File: src/rtl/mem_arbiter_ctrl.sv
// Round-robin arbiter between instruction-fetch and data-memory requesters onto
// a single-port RAM, with combinational wait/ack handshakes and an access watchdog.
module mem_arbiter_ctrl #(
  parameter int MAX_WAIT = 255
) (
  input  logic        CLK,
  input  logic        RST,
  input  logic        iREN,
  input  logic [31:0] iaddr,
  output logic        iwait,
  output logic [31:0] iload,
  input  logic        dREN,
  input  logic        dWEN,
  input  logic [31:0] daddr,
  input  logic [31:0] dstore,
  output logic        dwait,
  output logic [31:0] dload,
  output logic        ramREN,
  output logic        ramWEN,
  output logic [31:0] ramaddr,
  output logic [31:0] ramstore,
  input  logic [31:0] ramload,
  input  logic        ramready,
  output logic        err
);

  localparam int CW = (MAX_WAIT > 2) ? $clog2(MAX_WAIT) : 1;
  localparam logic [CW-1:0] CNT_MAX = CW'(MAX_WAIT - 1);

  typedef enum logic [1:0] {
    IDLE = 2'd0,
    DACC = 2'd1,
    IACC = 2'd2
  } state_t;

  state_t        r_state;
  state_t        w_state_nxt;
  logic          r_last_grant;
  logic          w_last_grant_nxt;
  logic [CW-1:0] r_cnt;
  logic [CW-1:0] w_cnt_nxt;
  logic          r_err;
  logic          w_err_nxt;
  logic          w_dreq;
  logic          w_dack;
  logic          w_iack;

  assign w_dreq = dREN | dWEN;
  assign err    = r_err;

  // State, grant history, watchdog counter and sticky error flag.
  always_ff @(posedge CLK or posedge RST) begin
    if (RST) begin
      r_state      <= IDLE;
      r_last_grant <= 1'b1;
      r_cnt        <= '0;
      r_err        <= 1'b0;
    end else begin
      r_state      <= w_state_nxt;
      r_last_grant <= w_last_grant_nxt;
      r_cnt        <= w_cnt_nxt;
      r_err        <= w_err_nxt;
    end
  end

  // Next-state, RAM strobes and handshake outputs.
  always_comb begin
    w_state_nxt      = r_state;
    w_last_grant_nxt = r_last_grant;
    w_cnt_nxt        = r_cnt;
    w_err_nxt        = r_err;
    w_dack           = 1'b0;
    w_iack           = 1'b0;
    ramREN           = 1'b0;
    ramWEN           = 1'b0;
    ramaddr          = 32'h0000_0000;
    ramstore         = 32'h0000_0000;
    iload            = 32'h0000_0000;
    dload            = 32'h0000_0000;

    case (r_state)
      IDLE: begin
        // On contention the requester not granted last time wins.
        if (w_dreq && (!iREN || r_last_grant)) begin
          w_state_nxt      = DACC;
          w_last_grant_nxt = 1'b0;
          w_cnt_nxt        = '0;
        end else if (iREN) begin
          w_state_nxt      = IACC;
          w_last_grant_nxt = 1'b1;
          w_cnt_nxt        = '0;
        end else begin
          w_state_nxt      = IDLE;
        end
      end

      DACC: begin
        ramREN   = dREN;
        ramWEN   = dWEN;
        ramaddr  = daddr;
        ramstore = dstore;
        if (!w_dreq) begin
          w_state_nxt = IDLE;
        end else if (ramready) begin
          w_dack      = 1'b1;
          dload       = ramload;
          w_state_nxt = IDLE;
        end else if (r_cnt == CNT_MAX) begin
          w_err_nxt   = 1'b1;
          w_state_nxt = IDLE;
        end else begin
          w_cnt_nxt   = r_cnt + CW'(1);
        end
      end

      IACC: begin
        ramREN  = iREN;
        ramaddr = iaddr;
        if (!iREN) begin
          w_state_nxt = IDLE;
        end else if (ramready) begin
          w_iack      = 1'b1;
          iload       = ramload;
          w_state_nxt = IDLE;
        end else if (r_cnt == CNT_MAX) begin
          w_err_nxt   = 1'b1;
          w_state_nxt = IDLE;
        end else begin
          w_cnt_nxt   = r_cnt + CW'(1);
        end
      end

      default: begin
        w_state_nxt = IDLE;
      end
    endcase

    dwait = w_dreq & ~w_dack;
    iwait = iREN & ~w_iack;
  end

endmodule

File: config.mk
export PLATFORM = sky130hd
export DESIGN_NAME = mem_arbiter_ctrl
export DESIGN_NICKNAME = d
export VERILOG_FILES = /design/src/rtl/mem_arbiter_ctrl.sv
export SDC_FILE = /design/constraint.sdc
export NUM_CORES = 1
export LEC_CHECK = 0
export BUFFER_PORTS_ARGS = -buffer_cell sky130_fd_sc_hd__buf_2
export CORE_AREA = 10 10 95 97
export DETAILED_ROUTE_END_ITERATION = 7
export DIE_AREA = 0 0 105 107
export HOLD_SLACK_MARGIN = 0.03
export PLACE_DENSITY_LB_ADDON = 0.3
export SLEW_MARGIN = 20
export SYNTH_ARGS = -nofsm -noshare
export SYNTH_HDL_FRONTEND = slang
export SYNTH_SLANG_ARGS = --single-unit
File: constraint.sdc
create_clock -name CLK -period 2.5 [get_ports CLK]
set_input_delay 0.625 -clock CLK [delete_from_list [all_inputs] [get_ports CLK]]
set_output_delay 0.625 -clock CLK [all_outputs]
set_load 0.005 [all_outputs]
# Word-level counts from Yosys, hierarchy flattened
# Index checks and enable logic that the tools add are counted.
# word_totals
input_bits	134
ramBits	0
mem_count	0
out_inout_bits	133
rom_bits	0
ff_bits	12
latch_bits	0
# op_classes
order_cmp	0
n_addsub	1
muxes	35
reduce_logical	10
div	0
multipliers	0
n_eq_ne	6
shifts	0
n_bitwise	5
# ops
operator	count
$mux 32	6
$pmux 32 s2	1
$mux 8	6
$pmux 8 s3	1
$mux 1	12
$mux 2	6
$add 8x1->8 const B	1
$eq 8x8->1 const B	1
$pmux 2 s3	1
$ne 2x2->1 const B	2
$pmux 1 s2	2
$reduce_and 4->1	1
$reduce_bool 2->1	2
$ne 3x3->1 const B	1
$reduce_and 3->1	1
$reduce_bool 3->1	1
$and 1x1->1	2
$eq 2x1->1 const B	1
$eq 2x2->1 const B	1
$logic_not 2->1	1
$not 1->1	2
$reduce_and 2->1	1
$logic_and 1x1->1	1
$logic_not 1->1	1
other kinds (2)	2

# Longest topological paths before layout
# Gate-level depths: netlist (run 1).
# depth
depth_word	5
ltp_mapped	8
depth_no_buf	6

# Least setup slack after synthesis (run 1)
# OpenSTA, ideal clock, no wires.
# synth_path
path_kind	in2out
from	input port dWEN
to	output port dload[10]
path_stages	5
slack_ps	384
arrival_time_ps	1491
path_cell_list	or2_1 -> buf_2 -> and3_1 -> clkbuf_1 -> and2_1
# synth_via
elab_chain_cells	3
# synth_lines
item	line	rtl
from (decl)	13	input logic dWEN,
$or 1x1->1	48	assign w_dreq = dREN | dWEN;
$mux 32	102	if (!w_dreq) begin
$mux 32	81	case (r_state)
to (decl)	17	output logic [31:0] dload,
# Every way passes these cells.

# Worst setup path after layout (run 1)
# layout_path
from	register r_state[0]
to	output port iload[29]
# layout_via
elab_chain_cells	2
# layout_lines
item	line	rtl
from (decl)	36	state_t r_state;
from (signal assigned)	59	r_state <= w_state_nxt;
$eq 2x2->1	81	
$mux 32	81	
to (decl)	11	output logic [31:0] iload,
# Every way passes these cells.

==> results.cfg, run 1 <==
[worst_setup_path]
slowest_stage = dfrtp_1
required_ps = 1880
cpPeakStageDelay_ps = 400
crit_path_start_kind = flop
cp_top_family = buffers and inverters
path_depth = 6
reg2reg_depth = 8
worstSetupPathType = flop to output port
crit_fanout = 33
crit_buf_inv = 3
cp_cell_sequence = inv_1, ha_1, and3_1, buf_4, and2_1, buf_2
critPathCaptureType = output port
crit_arrival_ps = 1650

[yosys]
synth_edf_count = 0
synthFlopType = dfrtp_1
synth-warning-count = 0
synth_cell_type_count = 36
synthTopCellsByCount = and2_1 (97), nor2b_1 (36), a22oi_1 (34), clkbuf_1 (21), dfrtp_1 (11)
yosysTopAreaCell = and2_1
synthArstFlopShare_pct = 100.0
synth_top_area_share_pct = 30.79
synth_area_leaders = and2_1 (31%), dfrtp_1 (14%), a22oi_1 (13%)
synth_cells = 268
synth-seq-cells = 12
synth_most_common_cell = and2_1
syn_area_per_cell_sq_um = 7.353
syn_nets = 408
synth_area_sq_um = 1971
synth-seq-area-share_pct = 15.30

[power]
power.leakage_uw = 0.002066
p_per_area_nw_per_um2 = 731.3
ir_drop_mv = 0.3461

[finish]
drive_above_1_share_pct = 55.43
area_growth_syn_to_layout_pct = 76.57
finalCoreUtilization_pct = 48.76
register_area_sq_um = 301.5
antenna_cells = 0
nFillCells = 776
final_area_sq_um = 3480
multi_input_area_sq_um = 1546
final_nets = 666

[detailed_routing]
route.met3.wl_microns = 955
ant_nets = 0
remaining_drc_errors = 0
drt_pass1_iterations = 5
vias = 2886
initialDrtViolationCount = 101
drt-met1-wl_microns = 4222
wl_microns = 11350
viasPerCell = 4.625
wl_met2_microns = 6113
post_drt_wl_per_cell_microns = 18.20
top_layer = met4

[timing]
slew_violations = 0
skew_ps = 1.454
setup_tns_ps = 0
worst_slack_ps = 224.1
tightest_slew_ps = 541.3
fmax_mhz = 439.4
rsz0062_at_grt = false
fin_crit_sh_pct = 91.03
hold_viol = 0
setup_viol = 0
max-slew-margin-rel_pct = 63.78
final.min_clock_period_ps = 2276

[global_route]
antenna_found_initial = 0
grt_max_degree = 70
grt_overflow_total = 0
grt_pass1_wl_microns = 16540
grt_pass1_vias = 2818
track_usage_pct = 17.91

[place]
dp_slack_ps = 1.787
dp_hpwl_microns = 9980
post_dp_cell_area_sq_um = 3420
port_buffers = 266
gp_congestion = 0.9559

[outcome]
status = completed

[clocking]
clock_path_buffers = 2
clock-sinks = 12
holdBufCountCts = 0
cts_tree = built
clock_latency_ps = 240
cts_buffers = 3
cts-htree-levels = 1
clockRootBuffer = clkbuf_8
clk_pin_slew_ps = 50

[die]
num_rows = 31
die_w_microns = 105
io-pin-count = 267
initial_core_util_pct = 27.61
dieArea_sq_um = 11240
core_sq_um = 7137
die_h_microns = 107

[min_path]
hp-class = input pin to async pin

[flow_run]
drv_cap = 0
[worst register-to-register path: cells and delay by family (launching register included)]
family / cells / cell delay [ps]
and+or+nand+nor: 2 / 480
buffers and inverters: 3 / 470
DFF: 1 / 400
AOI/OAI and AO/OA: 1 / 240
adders and majority gates: 1 / 200
muxes: 1 / 110
[flip-flops by register name, indices dropped and copies added, names as in the netlist]
name / flops
r_state: 2
r_cnt: 8
r_last_grant: 1
err: 1
[placed cells by master (no fill, tap or decap), types with 4 or more instances in the layout]
cell	count
nor2b_1	36
buf_4	11
inv_1	5
o21ai_0	4
buf_2	266
a22oi_1	34
dfrtp_1	11
ha_1	5
and2_1	97
clkbuf_8	4
a21oi_1	10
nand2_1	5
[where the power goes]
group | switching (uW) | internal [uW]
Clock | 73.4 | 139
Combinational | 1030 | 1010
Sequential | 47.2 | 241
Total | 1150 | 1390
[metrics by stage]
stage | power (uW) | instances | hold WS (ps)
6_report | 2545 | 624 | 385.7
3_5_place_dp | 2350 | 620 | 455.6
2_1_floorplan | 1513 | 268 | 466.3
3_3_place_gp | 2311 | 620 | 450.5
4_1_cts | 2568 | 624 | 409.2
5_1_grt | 2768 | 624 | 439.9
[final cells by class]
class                   instances  share of cell area, %
clock buffers                   4                  1.582
multi-input cells             226                  44.44
flip-flops and latches         12                  8.666
inverters                       5                 0.5394
well taps                      99                  3.560
repair buffers                278                  41.21
[timing repair]
action                     4_1_cts  5_1_grt
hold endpoints to repair         0        0
gates resized for setup          1        1
setup endpoints to repair       32        3
setup buffers                    0        0
[final timing paths]
path	endpoint	slack, ps	startpoint
worst max-delay path	iload[29]	220	r_state[0]$_DFF_PP0_
worst min-delay path	err$_DFFE_PP0P_	390	RST
worst max register to register	r_cnt[0]$_DFFE_PP0P_	480	r_state[1]$_DFF_PP0_
worst min register to register	err$_DFFE_PP0P_	460	err$_DFFE_PP0P_
max in group asynchronous	r_last_grant$_DFFE_PP1P_	1770	RST
min in group CLK	err$_DFFE_PP0P_	460	err$_DFFE_PP0P_
[cell families after synthesis]
kind of cell / share of synthesized area [%]
AND/OR/NAND/NOR: 52.44
AO/OA/AOI/OAI: 21.33
buffers and inverters: 6.603
flip-flops: 15.30
adder cells (fa/ha/maj): 3.809
multiplexers: 0.5080
[metal layers]
layer | vias up | track usage [%]
met5 | - | 0
met4 | 0 | 1.667
met3 | 6 | 5.090
met2 | 139 | 34.30
met1 | 1309 | 19.76
li1 | 1432 | -
Power figures use the tool's default switching activity.
==> run 2, diff against run 1 <==
- ABC_AREA: not set -> 1
==> run 2 against run 1 <==
  * Register-to-register slack better by 190 ps
  * Utilization is 0.33 points lower
  * Worst setup slack worse by 75 ps
  * Sequential power is 6% lower
  * Flip-flop and latch count stayed put
  * Die area stayed put
  * Highest routed layer is now met5
==> results.cfg, run 2 <==
[clocking]
cts_tree = built
clk_pin_slew_ps = 60
cts_buffers = 3
cts-htree-levels = 1
clock_latency_ps = 240
clockRootBuffer = clkbuf_8
clock-sinks = 12
postCtsSetupRepairBufs = 0
holdBufCountCts = 0
cts-resized-gates = 0
clock_path_buffers = 2

[yosys]
synth_most_common_cell = nand2_1
synth_area_leaders = nand2_1 (27%), nor2_1 (15%), inv_1 (15%)
syn_nets = 546
synthArstFlopShare_pct = 100.0
synth_top_area_share_pct = 27.20
synth-seq-area-share_pct = 15.28
synth_cell_type_count = 21
synth_edf_count = 0
synthFlopType = dfrtp_1
synth-warning-count = 0
synth_cells = 406
yosysTopAreaCell = nand2_1
synthTopCellsByCount = nand2_1 (143), nor2_1 (80), inv_1 (79), a21oi_1 (37), buf_2 (13)
syn_area_per_cell_sq_um = 4.860
synth_area_sq_um = 1973
synth-seq-cells = 12

[power]
seq_power_share_pct = 12.8
p_per_area_nw_per_um2 = 615.0
power.leakage_uw = 0.002509
switchingPower_uw = 1140
ir_drop_mv = 0.3469
clkPwrFrac_pct = 8.7
switching_share_pct = 53.64
cellInternalPower_uw = 985.4
power.total_uw = 2125
power_frac_comb_pct = 78.5

[die]
io-pin-count = 267
num_rows = 31
initial_core_util_pct = 27.65
die_h_microns = 107
dieArea_sq_um = 11240
core_sq_um = 7137
die_w_microns = 105

[detailed_routing]
route.met3.wl_microns = 929
ant_nets = 0
remaining_drc_errors = 0
viasPerCell = 4.341
post_drt_wl_per_cell_microns = 15.71
drt_pass1_iterations = 5
wl_microns = 11970
initialDrtViolationCount = 211
top_layer = met5
drt-met1-wl_microns = 4570
wl_met2_microns = 6249
vias = 3308

[finish]
finalCoreUtilization_pct = 48.42
final_cell_mix = buf_2 (266), nand2_1 (143), nor2_1 (80)
area_growth_syn_to_layout_pct = 75.14
regMostFlops = r_cnt
final_nets = 802
nFillCells = 813
reg.largest.list = r_cnt x8, r_state x2
mostFrequentLayoutCell = buf_2
final_area_sq_um = 3456
largest_reg_flops = 8
drive_above_1_share_pct = 43.57

[timing]
fmax_mhz = 425.4
max-slew-margin-rel_pct = 68.38
tightest_slew_ps = 473.8
fin_crit_sh_pct = 94.02
slew_violations = 0
hold_viol = 0
skew_ps = 9.083
final.min_clock_period_ps = 2351
setup_tns_ps = 0
setup_viol = 0
rsz0062_at_grt = false

[outcome]
status = completed

[min_path]
hp-class = input pin to async pin

[worst_setup_path]
crit_end = dload[3]
rr_startpoint = r_state[0]$_DFF_PP0_
worstSetupPathType = flop to output port
crit_path_start_kind = flop
reg2reg_depth = 8
cp-startpoint = r_state[1]$_DFF_PP0_
critPathCaptureType = output port
ff2ff_setup_slack_ps = 670
crit_arrival_ps = 1730
crit_fanout = 32
required_ps = 1880
r2r_end = r_cnt[0]$_DFFE_PP0P_

[place]
port_buffers = 266
gp_congestion = 0.8840
post_dp_cell_area_sq_um = 3386
dp_hpwl_microns = 10370

[global_route]
grt_overflow_total = 0
track_usage_pct = 19.25
grt_pass1_vias = 3056
antenna_found_initial = 2
grt_max_degree = 41
grt_pass1_wl_microns = 17820

[flow_run]
drv_cap = 0
## run 2: logic make-up after synthesis
family / after synthesis / share of synthesized area (%)
AOI/OAI and AO/OA: 42 / 10.91
xor gates and xnor gates: 1 / 0.4440
adders and majority gates: 6 / 3.805
buffers and inverters: 102 / 20.61
DFF: 12 / 15.28
and+or+nand+nor: 243 / 48.95
## run 2: area by class of cell
cell class                 instances  area [sq um]  share of cell area, %
multi-input combinational        292          1279                  37.00
tap                               99         123.9                  3.584
timing repair buffer             272          1393                  40.30
inverter                          81         309.0                  8.943
clock buffer                       4         45.04                  1.303
sequential                        12         301.5                  8.726
antenna                            2         5.005                 0.1448
## run 2: how the worst min path moves through the flow
stage | from | end | slack, ps | depth (start not counted)
5_1_grt | RST | r_cnt[5]$_DFFE_PP0P_ | 440 | 2
3_3_place_gp | r_cnt[7]$_DFFE_PP0P_ | r_cnt[7]$_DFFE_PP0P_ | 500 | 2
2_1_floorplan | err$_DFFE_PP0P_ | err$_DFFE_PP0P_ | 470 | 1
6_report | RST | r_cnt[5]$_DFFE_PP0P_ | 380 | 2
3_5_place_dp | err$_DFFE_PP0P_ | err$_DFFE_PP0P_ | 500 | 1
4_1_cts | RST | r_cnt[5]$_DFFE_PP0P_ | 410 | 2
## run 2: per-layer routing
| layer | track usage (%) | vias up |
|---|---|---|
| met5 | 0 | - |
| met4 | 4.608 | 2 |
| met3 | 4.970 | 21 |
| met2 | 34.39 | 149 |
| met1 | 22.46 | 1445 |
| li1 | - | 1691 |
## run 2: power by group through the flow
stage | clock network, uW | registers (uW) | logic (uW)
2_1_floorplan | 0 | 266 | 925
3_3_place_gp | 0 | 273 | 1650
3_5_place_dp | 0 | 275 | 1670
4_1_cts | 190 | 272 | 1680
5_1_grt | 199 | 281 | 1880
6_report | 184 | 272 | 1670
## run 2: critical path, cell delays in order, from the launching register on
cell	delay, ps
dfrtp_1	410
inv_1	90
ha_2	210
nand2_1	140
a21oi_4	240
inv_6	120
nor2_1	120
buf_2	130
## run 2: metrics by stage
stage          hold WS, ps  std cells  setup WS [ps]
4_1_cts              406.0        760          17.56
2_1_floorplan        467.8        406          607.6
6_report             384.0        762          149.4
5_1_grt              443.0        760          16.84
3_3_place_gp         499.7        756          335.7
3_5_place_dp         499.9        756          249.2
==> run 3, diff against run 2 <==
- BUFFER_PORTS_ARGS: -buffer_cell sky130_fd_sc_hd__buf_2 -> not set
- CORE_AREA: 10 10 95 97 -> 10 10 96 98
- DIE_AREA: 0 0 105 107 -> 0 0 106 108
- DONT_BUFFER_PORTS: not set -> 1
==> run 3 against run 2 <==
  * Worst setup slack lost 70 ps
  * Critical path type unchanged
  * Power down 19%
  * Sequential power hardly changed
==> results.cfg, run 3 (synthesis gave the netlist of run 2 again) <==
[detailed_routing]
initialDrtViolationCount = 247
viasPerCell = 4.974
drt_pass1_iterations = 7
ant_nets = 0
remaining_drc_errors = 0
wl_microns = 10560
vias = 2492
post_drt_wl_per_cell_microns = 21.08

[die]
io-pin-count = 267
initial_core_util_pct = 26.50
num_rows = 32
core_sq_um = 7447
die_h_microns = 108
dieArea_sq_um = 11450
die_w_microns = 106

[global_route]
grt_max_degree = 66
track_usage_pct = 16.31
grt_pass1_wl_microns = 14800
antenna_found_initial = 4
grt_overflow_total = 0
grt_pass1_vias = 2335

[timing]
fin_crit_sh_pct = 96.81
final.min_clock_period_ps = 2420
tightest_slew_ps = 495.6
rsz0062_at_grt = false
setup_viol = 0
setup_tns_ps = 0
skew_ps = 1.534
hold_viol = 0
slew_violations = 0
fmax_mhz = 413.2
max-slew-margin-rel_pct = 66.92
worst_slack_ps = 79.71

[clocking]
cts_tree = built
clockRootBuffer = clkbuf_8
cts_buffers = 3
cts-htree-levels = 1
clock_latency_ps = 250
clock-sinks = 12
clock_path_buffers = 2
holdBufCountCts = 0
clk_pin_slew_ps = 60

[place]
dp_hpwl_microns = 9060
gp_congestion = 0.9646
dp_slack_ps = 168.1
port_buffers = 0

[worst_setup_path]
crit_buf_inv = 3
crit_fanout = 37
path_depth = 5
worstSetupPathType = flop to output port
required_ps = 1880
cpPeakStageDelay_ps = 400
crit_arrival_ps = 1800
reg2reg_depth = 8
cp_cell_sequence = inv_1, ha_1, inv_1, buf_12, a21oi_1
critPathCaptureType = output port
cp_top_family = buffers and inverters
crit_top_cell = inv_1
crit_path_start_kind = flop
slowest_stage = dfrtp_1

[finish]
drive_above_1_share_pct = 6.549
final_nets = 538
nFillCells = 852
reg.largest.list = r_cnt x8, r_state x2
regMostFlops = r_cnt
final_cell_mix = nand2_1 (143), nor2_1 (79), inv_1 (78)
mostFrequentLayoutCell = nand2_1
largest_reg_flops = 8
area_growth_syn_to_layout_pct = 9.448

[min_path]
hp-class = input pin to async pin

[power]
p_per_area_nw_per_um2 = 800.1
power.leakage_uw = 0.001284
ir_drop_mv = 0.3113

[flow_run]
drv_cap = 0

[outcome]
status = completed
## run 3: stage by stage
step | total power [uW] | instances | utilization, % | area [sq um] | hold WS [ps]
2_1_floorplan | 1191 | 406 | - | 1973 | 467.8
3_3_place_gp | 1483 | 490 | 27.50 | 2048 | 499.4
3_5_place_dp | 1507 | 490 | 27.50 | 2048 | 502.8
4_1_cts | 1744 | 499 | 28.83 | 2147 | 300.7
5_1_grt | 1926 | 499 | 28.93 | 2155 | 314.3
6_report | 1728 | 501 | 29.00 | 2160 | 282.5
## run 3: worst reg2reg max path, stage by stage (launching register included)
cell     delay (ps)
dfrtp_1         400
inv_1            80
ha_1            220
buf_4           240
a21oi_1         180
nand3_1         130
nor2_2          340
nand2_1         100
nand2_1          80
## run 3: layout make-up
type | instances | area, sq um | share of cell area (%)
Inverter | 81 | 310.3 | 14.37
Antenna cell | 2 | 5.005 | 0.2317
Sequential cell | 12 | 301.5 | 13.96
Clock buffer | 4 | 55.05 | 2.549
Multi-Input combinational cell | 292 | 1275 | 59.04
Timing Repair inverter | 1 | 7.507 | 0.3476
Tap cell | 102 | 127.6 | 5.910
Timing Repair Buffer | 7 | 77.57 | 3.592
## run 3: final timing paths
kind,slack (ps),endpoint,from
worst max-delay path,80,ramaddr[10],r_state[0]$_DFF_PP0_
worst min-delay path,280,r_cnt[0]$_DFFE_PP0P_,RST
worst max register to register,680,r_cnt[1]$_DFFE_PP0P_,r_state[0]$_DFF_PP0_
worst min register to register,510,r_cnt[7]$_DFFE_PP0P_,r_cnt[7]$_DFFE_PP0P_
max in group asynchronous,1860,r_last_grant$_DFFE_PP1P_,RST
min in group CLK,510,r_cnt[7]$_DFFE_PP0P_,r_cnt[7]$_DFFE_PP0P_
## run 3: what timing repair did
action,4_1_cts,5_1_grt
endpoints found under the setup margin,32,41
buffers inserted,4,0
gates resized for setup,3,3
gates cloned,1,0
## run 3: per-layer routing
metal | GRT usage [%] | part of all wire [%] | up-vias
met2 | 24.47 | 45 | 166
met4 | 4.545 | 1.9 | 4
met3 | 8.923 | 14 | 19
met5 | 0 | 0.26 | -
li1 | - | - | 1164
met1 | 19.78 | 39 | 1139
## run 3: power breakdown
part           switching, uW  internal, uW
sequential              37.4           234
combinational            904           328
clock                   83.6           140
total                   1030           703
